--- config.mk ---
export PLATFORM = sky130hd
export DESIGN_NAME = lmsm_hazard_sequencer
export DESIGN_NICKNAME = d
export VERILOG_FILES = /design/src/rtl/lmsm_hazard_sequencer_pkg.sv /design/src/rtl/lmsm_hazard_sequencer_lowest_set_bit_enc.sv /design/src/rtl/lmsm_hazard_sequencer.sv
export SDC_FILE = /design/constraint.sdc
export NUM_CORES = 1
export LEC_CHECK = 0
export BUFFER_PORTS_ARGS = -buffer_cell sky130_fd_sc_hd__buf_2
export CAP_MARGIN = 0
export CORE_AREA = 2 2 39 41
export DETAILED_ROUTE_END_ITERATION = 8
export DIE_AREA = 0 0 41 43
export GPL_ROUTABILITY_DRIVEN = 0
export SLEW_MARGIN = 15
export SYNTH_ARGS = -nofsm -noshare
export SYNTH_HDL_FRONTEND = slang
export SYNTH_SLANG_ARGS = --single-unit
--- constraint.sdc ---
create_clock -name vclk -period 1.8
set_input_delay 0.27 -clock vclk [all_inputs]
set_output_delay 0.27 -clock vclk [all_outputs]
set_load 0.02 [all_outputs]
--- src/rtl/lmsm_hazard_sequencer_pkg.sv ---
// Shared pipeline definitions for the ID/RR hazard and LM/SM sequencer.
// Holds the register-file geometry, the sequencer state encoding and the bubble NOP.
package lmsm_hazard_sequencer_pkg;

  localparam int NUM_REGS = 8;
  localparam int ADDR_W   = 3;

  // Instruction word loaded into RR/EX when a bubble is inserted.
  localparam logic [15:0] NOP_INSTR = 16'hB000;

  typedef enum logic {
    IDLE  = 1'b0,
    MULTI = 1'b1
  } seq_state_t;

endpackage

--- src/rtl/lmsm_hazard_sequencer_lowest_set_bit_enc.sv ---
// Priority encoder returning the index of the lowest set bit of a register mask.
// Purely combinational; index is 0 when the mask is empty.
module lowest_set_bit_enc
  import lmsm_hazard_sequencer_pkg::*;
#(
  parameter int NUM_REGS = lmsm_hazard_sequencer_pkg::NUM_REGS,
  parameter int ADDR_W   = lmsm_hazard_sequencer_pkg::ADDR_W
) (
  input  logic [NUM_REGS-1:0] mask,
  output logic [ADDR_W-1:0]   index,
  output logic                nonzero
);

  // Scan from the top down so the last hit is the lowest set bit.
  always_comb begin
    index   = '0;
    nonzero = |mask;
    for (int i = NUM_REGS - 1; i >= 0; i--) begin
      if (mask[i]) index = i[ADDR_W-1:0];
    end
  end

endmodule

--- src/rtl/lmsm_hazard_sequencer.sv ---
// ID/RR load-use bubble insertion and LM/SM micro-op expansion.
// LM/SM expansion is built only when LMSM_SEQ_EN is defined; otherwise only the load-use stall exists.
module lmsm_hazard_sequencer
  import lmsm_hazard_sequencer_pkg::*;
#(
  parameter int NUM_REGS = lmsm_hazard_sequencer_pkg::NUM_REGS,
  parameter int ADDR_W   = lmsm_hazard_sequencer_pkg::ADDR_W
) (
  input  logic                clk,
  input  logic                rst,
  input  logic                id_valid,
  input  logic                id_is_lm,
  input  logic                id_is_sm,
  input  logic [NUM_REGS-1:0] id_mask,
  input  logic [ADDR_W-1:0]   id_rs1_addr,
  input  logic [ADDR_W-1:0]   id_rs2_addr,
  input  logic                id_uses_rs1,
  input  logic                id_uses_rs2,
  input  logic                rr_ex_is_load,
  input  logic [ADDR_W-1:0]   rr_ex_rd_addr,
  input  logic                rr_ex_reg_wr_en,
  input  logic                flush_in,
  output logic                stall_if_id,
  output logic                bubble_rr_ex,
  output logic                multi_valid,
  output logic [ADDR_W-1:0]   multi_reg_addr,
  output logic [ADDR_W:0]     multi_offset,
  output logic                multi_first,
  output logic                multi_last,
  output logic                busy
);

  // A load's result is not forwardable to the instruction directly behind it.
  logic load_use;
  assign load_use = id_valid & rr_ex_is_load & rr_ex_reg_wr_en &
                    ((id_uses_rs1 & (id_rs1_addr == rr_ex_rd_addr)) |
                     (id_uses_rs2 & (id_rs2_addr == rr_ex_rd_addr)));

`ifdef LMSM_SEQ_EN

  localparam logic [ADDR_W:0]     CNT_ONE = (ADDR_W + 1)'(1);
  localparam logic [NUM_REGS-1:0] BIT0    = NUM_REGS'(1);

  seq_state_t          state_q, state_d;
  logic [NUM_REGS-1:0] mask_q, mask_d;
  logic [ADDR_W:0]     count_q, count_d;
  logic [ADDR_W-1:0]   cur_idx;
  logic                cur_nz;
  logic [NUM_REGS-1:0] remaining;

  lowest_set_bit_enc #(
    .NUM_REGS(NUM_REGS),
    .ADDR_W  (ADDR_W)
  ) u_enc (
    .mask   (mask_q),
    .index  (cur_idx),
    .nonzero(cur_nz)
  );

  assign remaining = mask_q & ~(BIT0 << cur_idx);

  always_ff @(posedge clk) begin
    if (rst) begin
      state_q <= IDLE;
      mask_q  <= '0;
      count_q <= '0;
    end else begin
      state_q <= state_d;
      mask_q  <= mask_d;
      count_q <= count_d;
    end
  end

  always_comb begin
    state_d        = state_q;
    mask_d         = mask_q;
    count_d        = count_q;
    stall_if_id    = 1'b0;
    bubble_rr_ex   = 1'b0;
    multi_valid    = 1'b0;
    multi_reg_addr = '0;
    multi_offset   = '0;
    multi_first    = 1'b0;
    multi_last     = 1'b0;

    case (state_q)
      IDLE: begin
        if (load_use) begin
          stall_if_id  = 1'b1;
          bubble_rr_ex = 1'b1;
        end else if (id_valid && (id_is_lm || id_is_sm)) begin
          // An empty mask retires as a single bubble without holding ID.
          bubble_rr_ex = 1'b1;
          stall_if_id  = |id_mask;
          mask_d       = id_mask;
          count_d      = '0;
          if (|id_mask) state_d = MULTI;
        end
      end
      MULTI: begin
        multi_valid    = cur_nz;
        multi_reg_addr = cur_idx;
        multi_offset   = count_q;
        multi_first    = (count_q == '0);
        multi_last     = (remaining == '0);
        stall_if_id    = (remaining != '0);
        mask_d         = remaining;
        count_d        = count_q + CNT_ONE;
        if (remaining == '0) state_d = IDLE;
      end
      default: state_d = IDLE;
    endcase

    // A mispredict kills everything younger, including a sequence in flight.
    if (flush_in) begin
      stall_if_id    = 1'b0;
      bubble_rr_ex   = 1'b0;
      multi_valid    = 1'b0;
      multi_reg_addr = '0;
      multi_offset   = '0;
      multi_first    = 1'b0;
      multi_last     = 1'b0;
      state_d        = IDLE;
      mask_d         = '0;
      count_d        = '0;
    end
  end

  assign busy = (state_q == MULTI);

`else

  logic unused_inputs;
  assign unused_inputs = ^{clk, rst, id_is_lm, id_is_sm, id_mask};

  assign stall_if_id    = load_use & ~flush_in;
  assign bubble_rr_ex   = load_use & ~flush_in;
  assign multi_valid    = 1'b0;
  assign multi_reg_addr = '0;
  assign multi_offset   = '0;
  assign multi_first    = 1'b0;
  assign multi_last     = 1'b0;
  assign busy           = 1'b0;

`endif

endmodule

---- Word-level counts from Yosys, hierarchy flattened ----
Cells that the tools add are included.
storage, ports and cells
  output and inout bits ................... 13
  logic and storage cells ................. 10
  bits in registers ....................... 0
  input bits .............................. 27
operators by class
  equality and inequality tests ........... 2
  bitwise logic cells ..................... 8
operators by type and width
  kind           count
  $and A1 B1 Y1  6
  $eq A3 B3 Y1   2
  $not A1 Y1     1
  $or A1 B1 Y1   1

---- Longest topological paths before layout ----
  word-level depth ........................ 5
  depth in mapped cells ................... 4

---- Least setup slack after synthesis ----
No wires, ideal clock.
  path kind ............................... input-to-output
  from .................................... input port rr_ex_rd_addr[0]
  to ...................................... output port stall_if_id
  slack ................................... 0.389 ns
  required time ........................... 1.530 ns
  arrival time ............................ 1.141 ns
  buffers on the path ..................... 1
  stages on the path ...................... 4
  path through ............................ xnor2_1 -> nand4_1 -> a21oi_1 -> buf_4
on the way
  cells in the longest elaborated chain, start to end .. 5
  elaborated cells on any way between the ends .. 7
ends and longest elaborated chain
  what                                     line                                                      source
  from (decl)                              lmsm_hazard_sequencer.sv:20                               input logic [ADDR_W-1:0] rr_ex_rd_addr,
  $eq A3 B3 Y1, on equally long branches   lmsm_hazard_sequencer.sv:36, lmsm_hazard_sequencer.sv:37
  $and A1 B1 Y1, on equally long branches  lmsm_hazard_sequencer.sv:36, lmsm_hazard_sequencer.sv:37
  $or A1 B1 Y1 *                           lmsm_hazard_sequencer.sv:36                               ((id_uses_rs1 & (id_rs1_addr == rr_ex_rd_addr)) |
  $and A1 B1 Y1 *                          lmsm_hazard_sequencer.sv:35                               assign load_use = id_valid & rr_ex_is_load & rr_ex_reg_wr_en &
  $and A1 B1 Y1 *                          --
  to (decl)                                lmsm_hazard_sequencer.sv:23                               output logic stall_if_id,
Every way passes the cells marked *; elsewhere a longest branch is shown, timed or not.

---- Worst setup path in the final report ----
  from .................................... input port rr_ex_rd_addr[1]
  to ...................................... output port bubble_rr_ex
on the way
  cells in the longest elaborated chain, start to end .. 5
  elaborated cells on any way between the ends .. 7
ends and longest elaborated chain
  what                                     line                                                      source
  $eq A3 B3 Y1, on equally long branches   lmsm_hazard_sequencer.sv:36, lmsm_hazard_sequencer.sv:37
  $and A1 B1 Y1, on equally long branches  lmsm_hazard_sequencer.sv:36, lmsm_hazard_sequencer.sv:37
  $or A1 B1 Y1 *                           lmsm_hazard_sequencer.sv:36
  $and A1 B1 Y1 *                          lmsm_hazard_sequencer.sv:35
  $and A1 B1 Y1 *                          lmsm_hazard_sequencer.sv:137                              assign bubble_rr_ex = load_use & ~flush_in;
  to (decl)                                lmsm_hazard_sequencer.sv:24                               output logic bubble_rr_ex,
Marked as above.

==> run_results.csv <==
group,metric,value,unit
route,routed_wl,305,um
route,first_pass_iters,1,
timing,fin_crit_sh,71.2,%
timing,setup_tns,0,ps
logic_synthesis,synth_area,173,um^2
logic_synthesis,synth-seq-area-share,0,%
route,route.detailed.drc,0,
setup_path,path_class,"input pin to output port",
power_and_ir_drop,finalPower,54.3,uW
logic_synthesis,synth_cell_types,6,
timing,min_period,1280,ps
logic_synthesis,synth_largest_area_cell,"buf_4",
power_and_ir_drop,p_int,21.7,uW
global_route,grt_start_max_net_pins,3,
power_and_ir_drop,seqPwrFrac,0,%
floorplanning,rows,14,
global_route,grt_use_met1,0.949,%
timing,rsz0062_at_grt,"false",
logic_synthesis,yosysWarnings,0,
cells_and_area,final_cell_mix,"buf_2 (17), conb_1 (11), xnor2_1 (6)",
timing,finalHoldViolCount,0,
power_and_ir_drop,ir_worst_vdd,35.2,uV
floorplanning,initial_utilization,12.5,%
setup_path,cp-start-kind,"input pin",
placed_design,pre_cts_ws,503,ps
logic_synthesis,syn_area_per_cell,7.51,um^2
setup_path,arrival,1010,ps
timing,worst_slack,519,ps
cells_and_area,drive_gt1_share,44.7,%
cells_and_area,multi_input_comb_area,120,um^2
floorplanning,core,1380,um^2
floorplanning,num_io_pins,40,
placed_design,io_buffers,17,
cts,cts_resized,0,
power_and_ir_drop,p_clk_share,0,%
global_route,grt_pass1_wl,400,um
global_route,grt_pass1_vias,138,
floorplanning,die_area,1760,um^2
power_and_ir_drop,power_density,241,nW/um^2
timing,fmax,781,MHz
global_route,grt-busiest-layer,"met2",
timing,finalMaxSlewViolations,0,
power_and_ir_drop,p_comb_share,100.0,%
setup_path,end_kind,"output port",
timing,finalSetupViolations,0,
global_route,grt_overflow,0,
cts,post_cts_buffers,0,
worst_hold_path,hold_path.class,"input pin to output port",
logic_synthesis,yosysTopAreaCellShare,52.2,%
cells_and_area,register_area,0,um^2
global_route,track_usage,3.00,%
logic_synthesis,synthTopCellsByArea,"buf_4 (52%), xnor2_1 (30%), nand4_1 (7.2%)",
power_and_ir_drop,power_leakage,0.000121,uW
cells_and_area,nClkBuffers,0,
route,detail_route.iter0.violations,0,
floorplanning,die_x,41,um
route,routed-via-count,165,
cells_and_area,nFillCells,167,
cells_and_area,seq_cell_count,0,
timing,hold_ws,905,ps
setup_path,cp_max_fo,2,
global_route,grt_use_met3,0,%
route,routedWlPerCell,5.65,um
run_status,status,"completed",
cts,hold_buffers,0,
route,ant_nets,0,
cells_and_area,diodes,0,
floorplanning,dieHeight,43,um
power_and_ir_drop,switching_power,32.6,uW
logic_synthesis,synthCells,23,
global_route,grt_use_met2,8.44,%
cells_and_area,fin_nets,67,
route,via_per_inst,3.06,
global_route,antenna_found_initial,0,
cells_and_area,syn_to_final_growth,30.4,%
setup_path,required,1530,ps
flow_run,drv_cap,0,
cells_and_area,final_common_cell,"buf_2",
power_and_ir_drop,p_sw_share,60.0,%
[logic make-up (layout without fill, tap and decap cells)]
group | after synthesis | count (layout) | share of synthesized area [%]
other cells | 1 | 11 | 2.17
compound gates | 1 | 1 | 2.90
xor+xnor | 6 | 6 | 30.4
buf+inv | 12 | 17 | 52.2
simple gates | 3 | 3 | 12.3
[final timing paths]
check / from / end / slack [ps] / cells after the start
setup / recovery: rr_ex_rd_addr[1] / bubble_rr_ex / 520 / 5
hold / removal: flush_in / stall_if_id / 910 / 4
[power by group through the flow]
stage,registers [uW],clock network [uW],logic [uW]
after floorplan,0,0,52.7
final,0,0,54.3
after global placement,0,0,53.7
after global routing,0,0,60.4
after CTS,0,0,54.6
after detailed placement,0,0,54.4
[layout make-up]
type / instances / area share, %
multi-input combinational: 21 / 53.3
tap: 16 / 8.89
timing repair buffer: 17 / 37.8
[layer usage]
metal / share of wire [%] / wire, um / vias to the layer above
li1: - / - / 82
met1: 28 / 84 / 68
met2: 52 / 159 / 15
met3: 20 / 61 / 0
met4: 0 / 0 / 0
met5: 0 / 0 / -
[through the flow]
stage / std cells / cell area (um^2) / util [%]
2_1_floorplan: 33 / 210 / -
3_3_place_gp: 54 / 225 / 16.3
3_5_place_dp: 54 / 225 / 16.3
4_1_cts: 54 / 225 / 16.3
5_1_grt: 54 / 225 / 16.3
6_report: 54 / 225 / 16.3
[worst max-delay path, stage by stage]
cell and delay, ps:
buf_2 110, xnor2_1 160, nand4_1 110, a21oi_1 170, buf_2 190
[Yosys cell counts]
library cell,n
a21oi_1,1
buf_4,12
conb_1,1
nand4_1,2
nand4b_1,1
xnor2_1,6
No activity file was read; power rests on OpenSTA's default activity.
